## config.mk

```make
export PLATFORM = sky130hd
export DESIGN_NAME = sseg_mux_capture_flat
export DESIGN_NICKNAME = d
export VERILOG_FILES = /design/src/rtl/sseg_pkg.sv /design/src/rtl/sseg_mux_capture_if.sv /design/src/rtl/sseg_to_hex.sv /design/src/rtl/sseg_mux_capture.sv /design/src/flat_wrapper.sv
export SDC_FILE = /design/constraint.sdc
export NUM_CORES = 1
export LEC_CHECK = 0
export ABC_AREA = 1
export CORE_AREA = 5 5 125 127
export CTS_CLUSTER_DIAMETER = 30
export DETAILED_ROUTE_END_ITERATION = 12
export DIE_AREA = 0 0 130 132
export PLACE_DENSITY = 0.52
export SKIP_LAST_GASP = 1
export SLEW_MARGIN = 25
export SYNTH_ARGS = -nofsm -noshare
export SYNTH_HDL_FRONTEND = slang
export SYNTH_SLANG_ARGS = --single-unit
```

## constraint.sdc

```tcl
create_clock -name clk -period 3 [get_ports clk]
set_clock_uncertainty 0.2 [all_clocks]
set_input_delay 0.45 -clock clk [delete_from_list [all_inputs] [get_ports clk]]
set_output_delay 0.45 -clock clk [all_outputs]
set_load 0.1 [all_outputs]
```

## src/rtl/sseg_pkg.sv

```systemverilog
// Shared segment codes, capture FSM states and the one-hot-low slot check
// for the seven-segment mux capture block.
package sseg_pkg;

   localparam logic [7:0] SEG_0     = 8'hC0;
   localparam logic [7:0] SEG_1     = 8'hF9;
   localparam logic [7:0] SEG_2     = 8'hA4;
   localparam logic [7:0] SEG_3     = 8'hB0;
   localparam logic [7:0] SEG_4     = 8'h99;
   localparam logic [7:0] SEG_5     = 8'h92;
   localparam logic [7:0] SEG_6     = 8'h82;
   localparam logic [7:0] SEG_7     = 8'hF8;
   localparam logic [7:0] SEG_8     = 8'h80;
   localparam logic [7:0] SEG_9     = 8'h90;
   localparam logic [7:0] SEG_A     = 8'h88;
   localparam logic [7:0] SEG_B     = 8'h83;
   localparam logic [7:0] SEG_C     = 8'hC6;
   localparam logic [7:0] SEG_D     = 8'hA1;
   localparam logic [7:0] SEG_E     = 8'h86;
   localparam logic [7:0] SEG_F     = 8'h8E;
   localparam logic [7:0] SEG_BLANK = 8'hFF;

   typedef enum logic [1:0] {
      ST_WAIT,
      ST_SETTLE,
      ST_HELD
   } cap_state_e;

   function automatic logic one_low(input logic [3:0] en);
      logic [3:0] l;
      l = ~en;
      return (l != 4'h0) && ((l & (l - 4'h1)) == 4'h0);
   endfunction

endpackage

```

## src/rtl/sseg_mux_capture_if.sv

```systemverilog
// Multiplexed seven-segment bus as seen by the display driver (master)
// and by the capture monitor (slave).
interface sseg_mux_capture_if;
   logic [3:0] en_dig;
   logic [7:0] sseg;

   modport master (output en_dig, output sseg);
   modport slave  (input  en_dig, input  sseg);
endinterface

```

## src/rtl/sseg_to_hex.sv

```systemverilog
// Combinational active-low gfedcba pattern to hex nibble decoder;
// valid drops for any pattern outside 0-F.
module sseg_to_hex
   import sseg_pkg::*;
(
   input  logic [6:0] seg,
   output logic       valid,
   output logic [3:0] nib
);

   always_comb begin
      valid = 1'b1;
      nib   = 4'h0;
      unique case (seg)
         SEG_0[6:0]: nib = 4'h0;
         SEG_1[6:0]: nib = 4'h1;
         SEG_2[6:0]: nib = 4'h2;
         SEG_3[6:0]: nib = 4'h3;
         SEG_4[6:0]: nib = 4'h4;
         SEG_5[6:0]: nib = 4'h5;
         SEG_6[6:0]: nib = 4'h6;
         SEG_7[6:0]: nib = 4'h7;
         SEG_8[6:0]: nib = 4'h8;
         SEG_9[6:0]: nib = 4'h9;
         SEG_A[6:0]: nib = 4'hA;
         SEG_B[6:0]: nib = 4'hB;
         SEG_C[6:0]: nib = 4'hC;
         SEG_D[6:0]: nib = 4'hD;
         SEG_E[6:0]: nib = 4'hE;
         SEG_F[6:0]: nib = 4'hF;
         default:    valid = 1'b0;
      endcase
   end

endmodule

```

## src/rtl/sseg_mux_capture.sv

```systemverilog
// Seven-segment mux capture monitor: rebuilds the four digit patterns.
// Define SSEG_CAP_HEXDEC_EN to enable hex decoding and code_err.
module sseg_mux_capture
   import sseg_pkg::*;
#(
   parameter int STABLE_CYC = 4,
   parameter int TMO_W      = 20
) (
   input  logic               clk,
   input  logic               reset_n,
   sseg_mux_capture_if.slave  bus,
   output logic [7:0]         dig3,
   output logic [7:0]         dig2,
   output logic [7:0]         dig1,
   output logic [7:0]         dig0,
   output logic [15:0]        hex,
   output logic [3:0]         dp,
   output logic [3:0]         seen,
   output logic               frame_valid,
   output logic               code_err,
   output logic               enable_err,
   output logic               stale
);

   localparam logic [TMO_W-1:0] TMO_MAX = '1;
   localparam logic [7:0]       STABLE  = 8'(STABLE_CYC);

   logic [3:0]       en_s1_q, en_s2_q;
   logic [7:0]       sg_s1_q, sg_s2_q;
   logic [11:0]      prev_q;
   cap_state_e       state_q, state_d;
   logic [7:0]       cnt_q, cnt_d;
   logic [7:0]       dig_q [4];
   logic [7:0]       dig_d [4];
   logic [15:0]      hex_q, hex_d;
   logic [3:0]       dp_q, dp_d;
   logic [3:0]       seen_q, seen_d;
   logic             fv_q, fv_d;
   logic             cerr_q, cerr_d;
   logic             eerr_q, eerr_d;
   logic [TMO_W-1:0] tmo_q, tmo_d;
   logic             stale_q, stale_d;

   logic [11:0] cur;
   logic        slot_ok, slot_bad, restart, latch;
   logic        nib_ok;
   logic [3:0]  nib;

   assign cur      = {en_s2_q, sg_s2_q};
   assign slot_ok  = one_low(en_s2_q);
   assign slot_bad = !slot_ok && (en_s2_q != 4'hF);

`ifdef SSEG_CAP_HEXDEC_EN
   sseg_to_hex u_dec (
      .seg   (sg_s2_q[6:0]),
      .valid (nib_ok),
      .nib   (nib)
   );
`else
   assign nib_ok = 1'b1;
   assign nib    = 4'h0;
`endif

   // A run of identical valid samples latches exactly once, at STABLE_CYC.
   always_comb begin
      state_d = state_q;
      cnt_d   = cnt_q;
      restart = 1'b0;
      latch   = 1'b0;
      if (!slot_ok) begin
         state_d = ST_WAIT;
         cnt_d   = '0;
      end else begin
         restart = (state_q == ST_WAIT) || (cur != prev_q);
         if (restart)
            cnt_d = 8'd1;
         else if (state_q == ST_SETTLE)
            cnt_d = cnt_q + 8'd1;
         latch = (restart || state_q == ST_SETTLE) && (cnt_d == STABLE);
         if (latch)
            state_d = ST_HELD;
         else if (restart)
            state_d = ST_SETTLE;
      end
   end

   always_comb begin
      dig_d   = dig_q;
      hex_d   = hex_q;
      dp_d    = dp_q;
      cerr_d  = cerr_q;
      fv_d    = (seen_q == 4'hF);
      seen_d  = fv_d ? 4'h0 : seen_q;
      eerr_d  = eerr_q | slot_bad;
      tmo_d   = (tmo_q == TMO_MAX) ? tmo_q : tmo_q + TMO_W'(1);
      stale_d = stale_q | (tmo_d == TMO_MAX);
      if (latch) begin
         tmo_d   = '0;
         stale_d = 1'b0;
         seen_d  = seen_d | ~en_s2_q;
         cerr_d  = cerr_q | !nib_ok;
         for (int i = 0; i < 4; i++) begin
            if (!en_s2_q[i]) begin
               dig_d[i]         = sg_s2_q;
               dp_d[i]          = ~sg_s2_q[7];
               hex_d[4*i +: 4]  = nib;
            end
         end
      end
   end

   always_ff @(posedge clk or negedge reset_n) begin
      if (!reset_n) begin
         en_s1_q <= 4'hF;
         en_s2_q <= 4'hF;
         sg_s1_q <= SEG_BLANK;
         sg_s2_q <= SEG_BLANK;
         prev_q  <= {4'hF, SEG_BLANK};
         state_q <= ST_WAIT;
         cnt_q   <= '0;
         dig_q   <= '{default: SEG_BLANK};
         hex_q   <= '0;
         dp_q    <= '0;
         seen_q  <= '0;
         fv_q    <= 1'b0;
         cerr_q  <= 1'b0;
         eerr_q  <= 1'b0;
         tmo_q   <= '0;
         stale_q <= 1'b1;
      end else begin
         en_s1_q <= bus.en_dig;
         en_s2_q <= en_s1_q;
         sg_s1_q <= bus.sseg;
         sg_s2_q <= sg_s1_q;
         prev_q  <= cur;
         state_q <= state_d;
         cnt_q   <= cnt_d;
         dig_q   <= dig_d;
         hex_q   <= hex_d;
         dp_q    <= dp_d;
         seen_q  <= seen_d;
         fv_q    <= fv_d;
         cerr_q  <= cerr_d;
         eerr_q  <= eerr_d;
         tmo_q   <= tmo_d;
         stale_q <= stale_d;
      end
   end

   assign dig3        = dig_q[3];
   assign dig2        = dig_q[2];
   assign dig1        = dig_q[1];
   assign dig0        = dig_q[0];
   assign hex         = hex_q;
   assign dp          = dp_q;
   assign seen        = seen_q;
   assign frame_valid = fv_q;
   assign code_err    = cerr_q;
   assign enable_err  = eerr_q;
   assign stale       = stale_q;

endmodule

```

## src/flat_wrapper.sv

```systemverilog
// flat-port wrapper written by rule: the top's interface ports become plain ports
module sseg_mux_capture_flat import sseg_pkg::*;
#(
   parameter int STABLE_CYC = 4,
   parameter int TMO_W      = 20
)
  (clk, reset_n, dig3, dig2, dig1, dig0, hex, dp, seen, frame_valid, code_err, enable_err, stale, bus_en_dig, bus_sseg);
  sseg_mux_capture_if bus_i ();
  input  logic clk;
  input  logic reset_n;
  output logic [7:0] dig3;
  output logic [7:0] dig2;
  output logic [7:0] dig1;
  output logic [7:0] dig0;
  output logic [15:0] hex;
  output logic [3:0] dp;
  output logic [3:0] seen;
  output logic frame_valid;
  output logic code_err;
  output logic enable_err;
  output logic stale;
  input wire logic [$bits(bus_i.en_dig)-1:0] bus_en_dig;
  input wire logic [$bits(bus_i.sseg)-1:0] bus_sseg;
  assign bus_i.en_dig = bus_en_dig;
  assign bus_i.sseg = bus_sseg;
  sseg_mux_capture #(.STABLE_CYC(STABLE_CYC), .TMO_W(TMO_W)) u_core (.clk(clk), .reset_n(reset_n), .bus(bus_i), .dig3(dig3), .dig2(dig2), .dig1(dig1), .dig0(dig0), .hex(hex), .dp(dp), .seen(seen), .frame_valid(frame_valid), .code_err(code_err), .enable_err(enable_err), .stale(stale));
endmodule
```

# Word-level counts from Yosys, hierarchy flattened

Index checks and enable logic that the tools add are counted.

Register bits after elaboration: 109
Bits of input ports: 14
Logic and storage cells: 67

Add/subtract/negate cells: 3
Equal/unequal tests: 8
Muxes and demuxes: 13
Bitwise gates (word level): 10
Reductions and logical operators: 13

Operators with widths:

| kind                                                                | count |
|---|---|
| 20-bit == test (second input constant)                              | 2 |
| 20-bit 2-to-1 mux                                                   | 2 |
| 8-bit 2-to-1 mux                                                    | 4 |
| 20-bit by 1-bit adder with 20-bit output (second input constant)    | 1 |
| 12-bit inequality test                                              | 1 |
| 8-bit by 1-bit adder with 8-bit output (second input constant)      | 1 |
| 8-bit by 3-bit == test with 1-bit output (second input constant)    | 1 |
| 4-bit 2-to-1 mux                                                    | 2 |
| 2-bit AND reduction                                                 | 4 |
| 2-bit 2-to-1 mux                                                    | 3 |
| 1-bit inverter                                                      | 5 |
| 4-bit AND                                                           | 1 |
| 4-bit == test (second input constant)                               | 1 |
| 4-bit zero test                                                     | 1 |
| 4-bit inequality test (second input constant)                       | 1 |
| 4-bit inverter                                                      | 1 |
| 4-bit bitwise OR                                                    | 1 |
| 4-bit nonzero test                                                  | 1 |
| 4-bit by 1-bit subtractor with 4-bit output (second input constant) | 1 |
| 1-bit logical AND                                                   | 3 |
| 3-bit inequality test (second input constant)                       | 1 |
| 2-bit by 1-bit == test with 1-bit output (second input constant)    | 1 |
| 2-bit zero test                                                     | 1 |
| 1-bit logical OR                                                    | 2 |
| other kinds (3)                                                     | 5 |

# Logic depth before layout (Yosys ltp)

Depth in word-level cells: 10
Depth in mapped cells: 13

# Least setup slack after synthesis

OpenSTA, ideal clock, no wires.

Path kind: flip-flop to flip-flop
From: register u_core.cnt_q[0]
To: register u_core.dig_q, in the netlist u_core.dig3[6]
Data arrival time: 1.888 ns
Slack: 0.834 ns
Stages on the path, launching flop included: 11
Period minus slack after synthesis: 2.166 ns
Cells stage by stage: dfrtp_1 > ha_1 > inv_1 > nand3_1 > nor2_2 > nand2_2 > nor3_4 > nand4_4 > buf_6 > nand2_1 > o21ai_2

Longest elaborated chain between the ends: 8

RTL lines:

| item                                       | RTL line                | RTL |
|---|---|---|
| start: declaration                         | sseg_mux_capture.sv:32  | `logic [7:0] cnt_q, cnt_d;` |
| start signal: assignment                   | sseg_mux_capture.sv:137 | `cnt_q <= cnt_d;` |
| 8-bit by 1-bit adder with 8-bit output     | sseg_mux_capture.sv:78  | `cnt_d = cnt_q + 8'd1;` |
| 8-bit 2-to-1 mux *                         | sseg_mux_capture.sv:77  | `else if (state_q == ST_SETTLE)` |
| 8-bit 2-to-1 mux *                         | sseg_mux_capture.sv:75  | `if (restart)` |
| 8-bit 2-to-1 mux *                         | sseg_mux_capture.sv:70  | `if (!slot_ok) begin` |
| 8-bit by 3-bit == test with 1-bit output * | sseg_mux_capture.sv:79  | `latch = (restart \|\| state_q == ST_SETTLE) && (cnt_d == STABLE);` |
| 1-bit logical AND *                        | sseg_mux_capture.sv:79  |  |
| 1-bit 2-to-1 mux *                         | sseg_mux_capture.sv:70  |  |
| 2-bit AND reduction (no source line) *     | --                      |  |
| end signal: assignment                     | sseg_mux_capture.sv:138 | `dig_q <= dig_d;` |
| end: declaration                           | sseg_mux_capture.sv:33  | `logic [7:0] dig_q [4];` |

Every way passes the cells marked *; elsewhere a longest branch is shown, timed or not. The select of a mux whose other input is x is not followed.
A chain may end at the register's enable or synchronous reset.

# Final worst setup path

From: register u_core.sg_s2_q[6]
To: register u_core.dig_q, in the netlist u_core.dig2[0]

Longest elaborated chain between the ends: 8

RTL lines:

| item                                     | RTL line                | RTL |
|---|---|---|
| start: declaration                       | sseg_mux_capture.sv:29  | `logic [7:0] sg_s1_q, sg_s2_q;` |
| start signal: assignment                 | sseg_mux_capture.sv:134 | `sg_s2_q <= sg_s1_q;` |
| 12-bit inequality test *                 | sseg_mux_capture.sv:74  | `restart = (state_q == ST_WAIT) \|\| (cur != prev_q);` |
| 1-bit logical OR *                       | sseg_mux_capture.sv:74  |  |
| 8-bit 2-to-1 mux                         | sseg_mux_capture.sv:75  |  |
| 8-bit 2-to-1 mux                         | sseg_mux_capture.sv:70  |  |
| 8-bit by 3-bit == test with 1-bit output | sseg_mux_capture.sv:79  |  |
| 1-bit logical AND *                      | sseg_mux_capture.sv:79  |  |
| 1-bit 2-to-1 mux *                       | sseg_mux_capture.sv:70  |  |
| 2-bit AND reduction (no source line) *   | --                      |  |

Marked as above.

==> flow_metrics.py <==
metrics = {
    "status": {
        "outcome": "finished clean",
    },
    "floorplanning": {
        "die_y_um": 132,
        "start_util": 0.3460,
        "die_area_sq_um": 17160,
        "coreArea_sq_um": 14310,
        "placementRows": 44,
        "ios": 74,
        "fp.dieW_um": 130,
    },
    "global_routing": {
        "antenna_found_initial": 0,
        "grtUsageTotal": 0.1334,
        "grt_pass1_wl_um": 18290,
        "grt_max_degree": 42,
        "grt_pass1_vias": 3605,
        "grt-ovfl-total": 0,
    },
    "clocking": {
        "cts_buffers": 9,
        "cts_tree": "built",
        "insertion_delay_ps": 350,
        "clk_pin_slew_ps": 80,
        "cts_htree_levels": 3,
        "clockBufferDepth": 2,
        "cts-root-buf": "clkbuf_16",
        "post-cts-setup-buffers": 0,
        "cts_sinks": 109,
    },
    "pwr": {
        "sw_frac_of_total": 0.2597,
        "p_clk_frac": 0.403,
        "p_seq_frac": 0.528,
        "pwr-share-comb": 0.070,
        "ir_worst_vdd_mv": 0.3083,
        "leakage_nw": 2.720,
        "power_density_nw_per_um2": 497.6,
        "intPower_mw": 2.156,
        "switchingPower_mw": 0.7565,
    },
    "routing": {
        "routed_via_density": 4.532,
        "routedWlPerCell_um": 13.42,
        "drcViolationCount": 0,
        "wl_um": 10800,
        "drt_pre_antenna_iters": 4,
        "vias": 3648,
        "dr.first_iter.drc_count": 232,
        "ant_nets": 0,
    },
    "logic_synthesis": {
        "synth_edf_count": 0,
        "avgSynthCellArea_sq_um": 8.988,
        "synth.area.top_cells": "dfstp_2 (37%), dfrtp_1 (20%), nand2_1 (12%)",
        "synth_cells": 551,
        "yosysSeqAreaShare": 0.5682,
        "ys_warn_count": 0,
        "ys.flop_type": "dfstp_2",
        "syn_area_sq_um": 4952,
        "synthArstFlopShare": 1.000,
        "synth-seq-cells": 109,
        "synth_area_leader_cell": "dfstp_2",
        "synth_cell_types": 34,
        "synth_top_area_frac": 0.3661,
    },
    "critical_path": {
        "worstPathCellList": "inv_1 -> nand2_1 -> nand2_1 -> nor2_1 -> nand2_1 -> nor2_2 -> nand3_1 -> nor3_4 -> nand4_4 -> o21ai_1",
        "crit_family": "simple AND/OR/NAND/NOR gates",
        "r2r_start": "u_core.sg_s2_q[6]",
        "arrival_ps": 2550,
        "path_common_cell": "nand2_1",
        "cp.required_ps": 3070,
        "crit_buf_inv": 1,
        "cp-end-kind": "flop",
        "crit_type": "reg2reg",
        "cp-startpoint": "u_core.sg_s2_q[6]",
        "cp-start-kind": "flop",
        "crit_fanout": 17,
        "max_stage_delay_ps": 540,
        "crit_path_top_delay_cell": "dfstp_2",
    },
    "timing": {
        "rsz0062_at_grt": "false",
        "timing.fmax_mhz": 403.7,
        "post-route-period-util": 0.8257,
        "maxSlewViolCount": 0,
        "hold_viol": 0,
        "fin_tns_setup_ps": 0,
        "slew_headroom": 0.6211,
        "worst_slew_pin_slew_ps": 568.3,
        "hold_ws_ps": 152.3,
        "setup_viol": 0,
        "period_minus_slack_ps": 2477,
    },
    "final_layout": {
        "diodes": 0,
        "drive_gt1_frac": 0.2705,
        "fin_cells": 805,
        "final_common_cell": "nand2_1",
        "area_growth_pct": 18.22,
        "fin_nets": 632,
        "final_cell_mix": "nand2_1 (159), dfstp_2 (69), inv_1 (62)",
        "final_core_util": 0.4090,
    },
    "job": {
        "drv_cap": 0,
    },
    "place": {
        "portBuffers": 56,
        "placed_cells": 788,
        "dp_hpwl_um": 7946,
        "gp_congestion": 0.8408,
    },
    "min_path": {
        "hold_path_startpoint": "u_core.sg_s1_q[1]",
        "hp-class": "reg2reg",
    },
}
[synthesized netlist by cell type (5+ instances only)]
library cell and number:
buf_4 18, xnor2_1 5, dfstp_2 69, dfrtp_1 40
inv_2 7, nand4_1 11, a21oi_1 20, o21ai_0 13
inv_1 62, nor2_1 46, o21ai_1 27, nor2_2 5
nand2_1 160, nand3_1 26
[final timing paths]
kind                                     endpoint  slack, ps  cells past startpoint
worst max-delay path               u_core.dig2[0]        520                     10
worst min-delay path            u_core.sg_s2_q[1]        150                      0
worst max register to register     u_core.dig2[0]        520                     10
worst min register to register  u_core.sg_s2_q[1]        150                      0
max in group asynchronous          u_core.dig0[2]       1300                      3
min in group asynchronous            u_core.dp[1]        450                      2
[what timing repair did]
item,in CTS,in global routing
hold buffers,1,0
setup endpoints to repair,0,1
hold endpoints to repair,17,0
resized for setup,0,1
[metal layers]
metal	vias up	GRT usage	share of wire
met5	-	0	0
li1	1833	-	-
met3	12	0.02715	0.059
met2	93	0.1971	0.43
met1	1710	0.1944	0.49
met4	0	0.04619	0.016
[stage by stage]
step / cell area (sq um) / power (mW) / worst slack (ps)
after detailed placement: 5548 / 1.768 / 440.2
after global placement: 5548 / 1.766 / 502.6
after global routing: 5854 / 3.031 / 163.4
after CTS: 5852 / 2.966 / 423.5
final: 5854 / 2.913 / 522.9
after floorplan: 5012 / 1.715 / 834.1
[cells by family after synthesis]
logic type,after synthesis,share of synthesized area
simple gates,268,0.2456
flops,109,0.5682
buf+inv,95,0.09222
compound gates,67,0.07226
xor+xnor,9,0.01592
fa+ha+maj,2,0.005052
other cells,1,0.0007572
[power groups by stage]
stage                     Combinational, mW  Clock [mW]  Sequential (mW)
after floorplan                       0.159           0             1.56
after global placement                0.204           0             1.56
after detailed placement              0.206           0             1.56
after CTS                             0.207        1.22             1.54
after global routing                  0.223        1.27             1.54
final                                 0.204        1.17             1.54
[final cells by class]
type | instances | area, sq um
clock buffers | 10 | 239.0
clock inverters | 6 | 55.05
fillers | 1442 | 8459
inverters | 69 | 259.0
multi-input cells | 363 | 1744
flip-flops and latches | 109 | 2814
well taps | 184 | 230.2
repair buffers | 64 | 513.0
[flip-flops by register name, indices dropped and copies added, names as in the netlist]
signal / count
u_core.tmo_q: 20
u_core.prev_q: 12
u_core.cnt_q: 8
u_core.dig0: 8
u_core.dig1: 8
u_core.dig2: 8
u_core.dig3: 8
u_core.sg_s1_q: 8
u_core.sg_s2_q: 8
u_core.dp: 4
u_core.en_s1_q: 4
u_core.en_s2_q: 4
u_core.seen: 4
u_core.state_q: 2
u_core.enable_err: 1
u_core.frame_valid: 1
u_core.stale: 1
[worst reg2reg max path: stages, from the launching register on]
cell,delay [ps]
dfstp_2,540
inv_1,100
nand2_1,70
nand2_1,40
nor2_1,140
nand2_1,80
nor2_2,140
nand3_1,140
nor3_4,360
nand4_4,330
o21ai_1,250
Note: power is estimated with default switching activity, not from simulation.
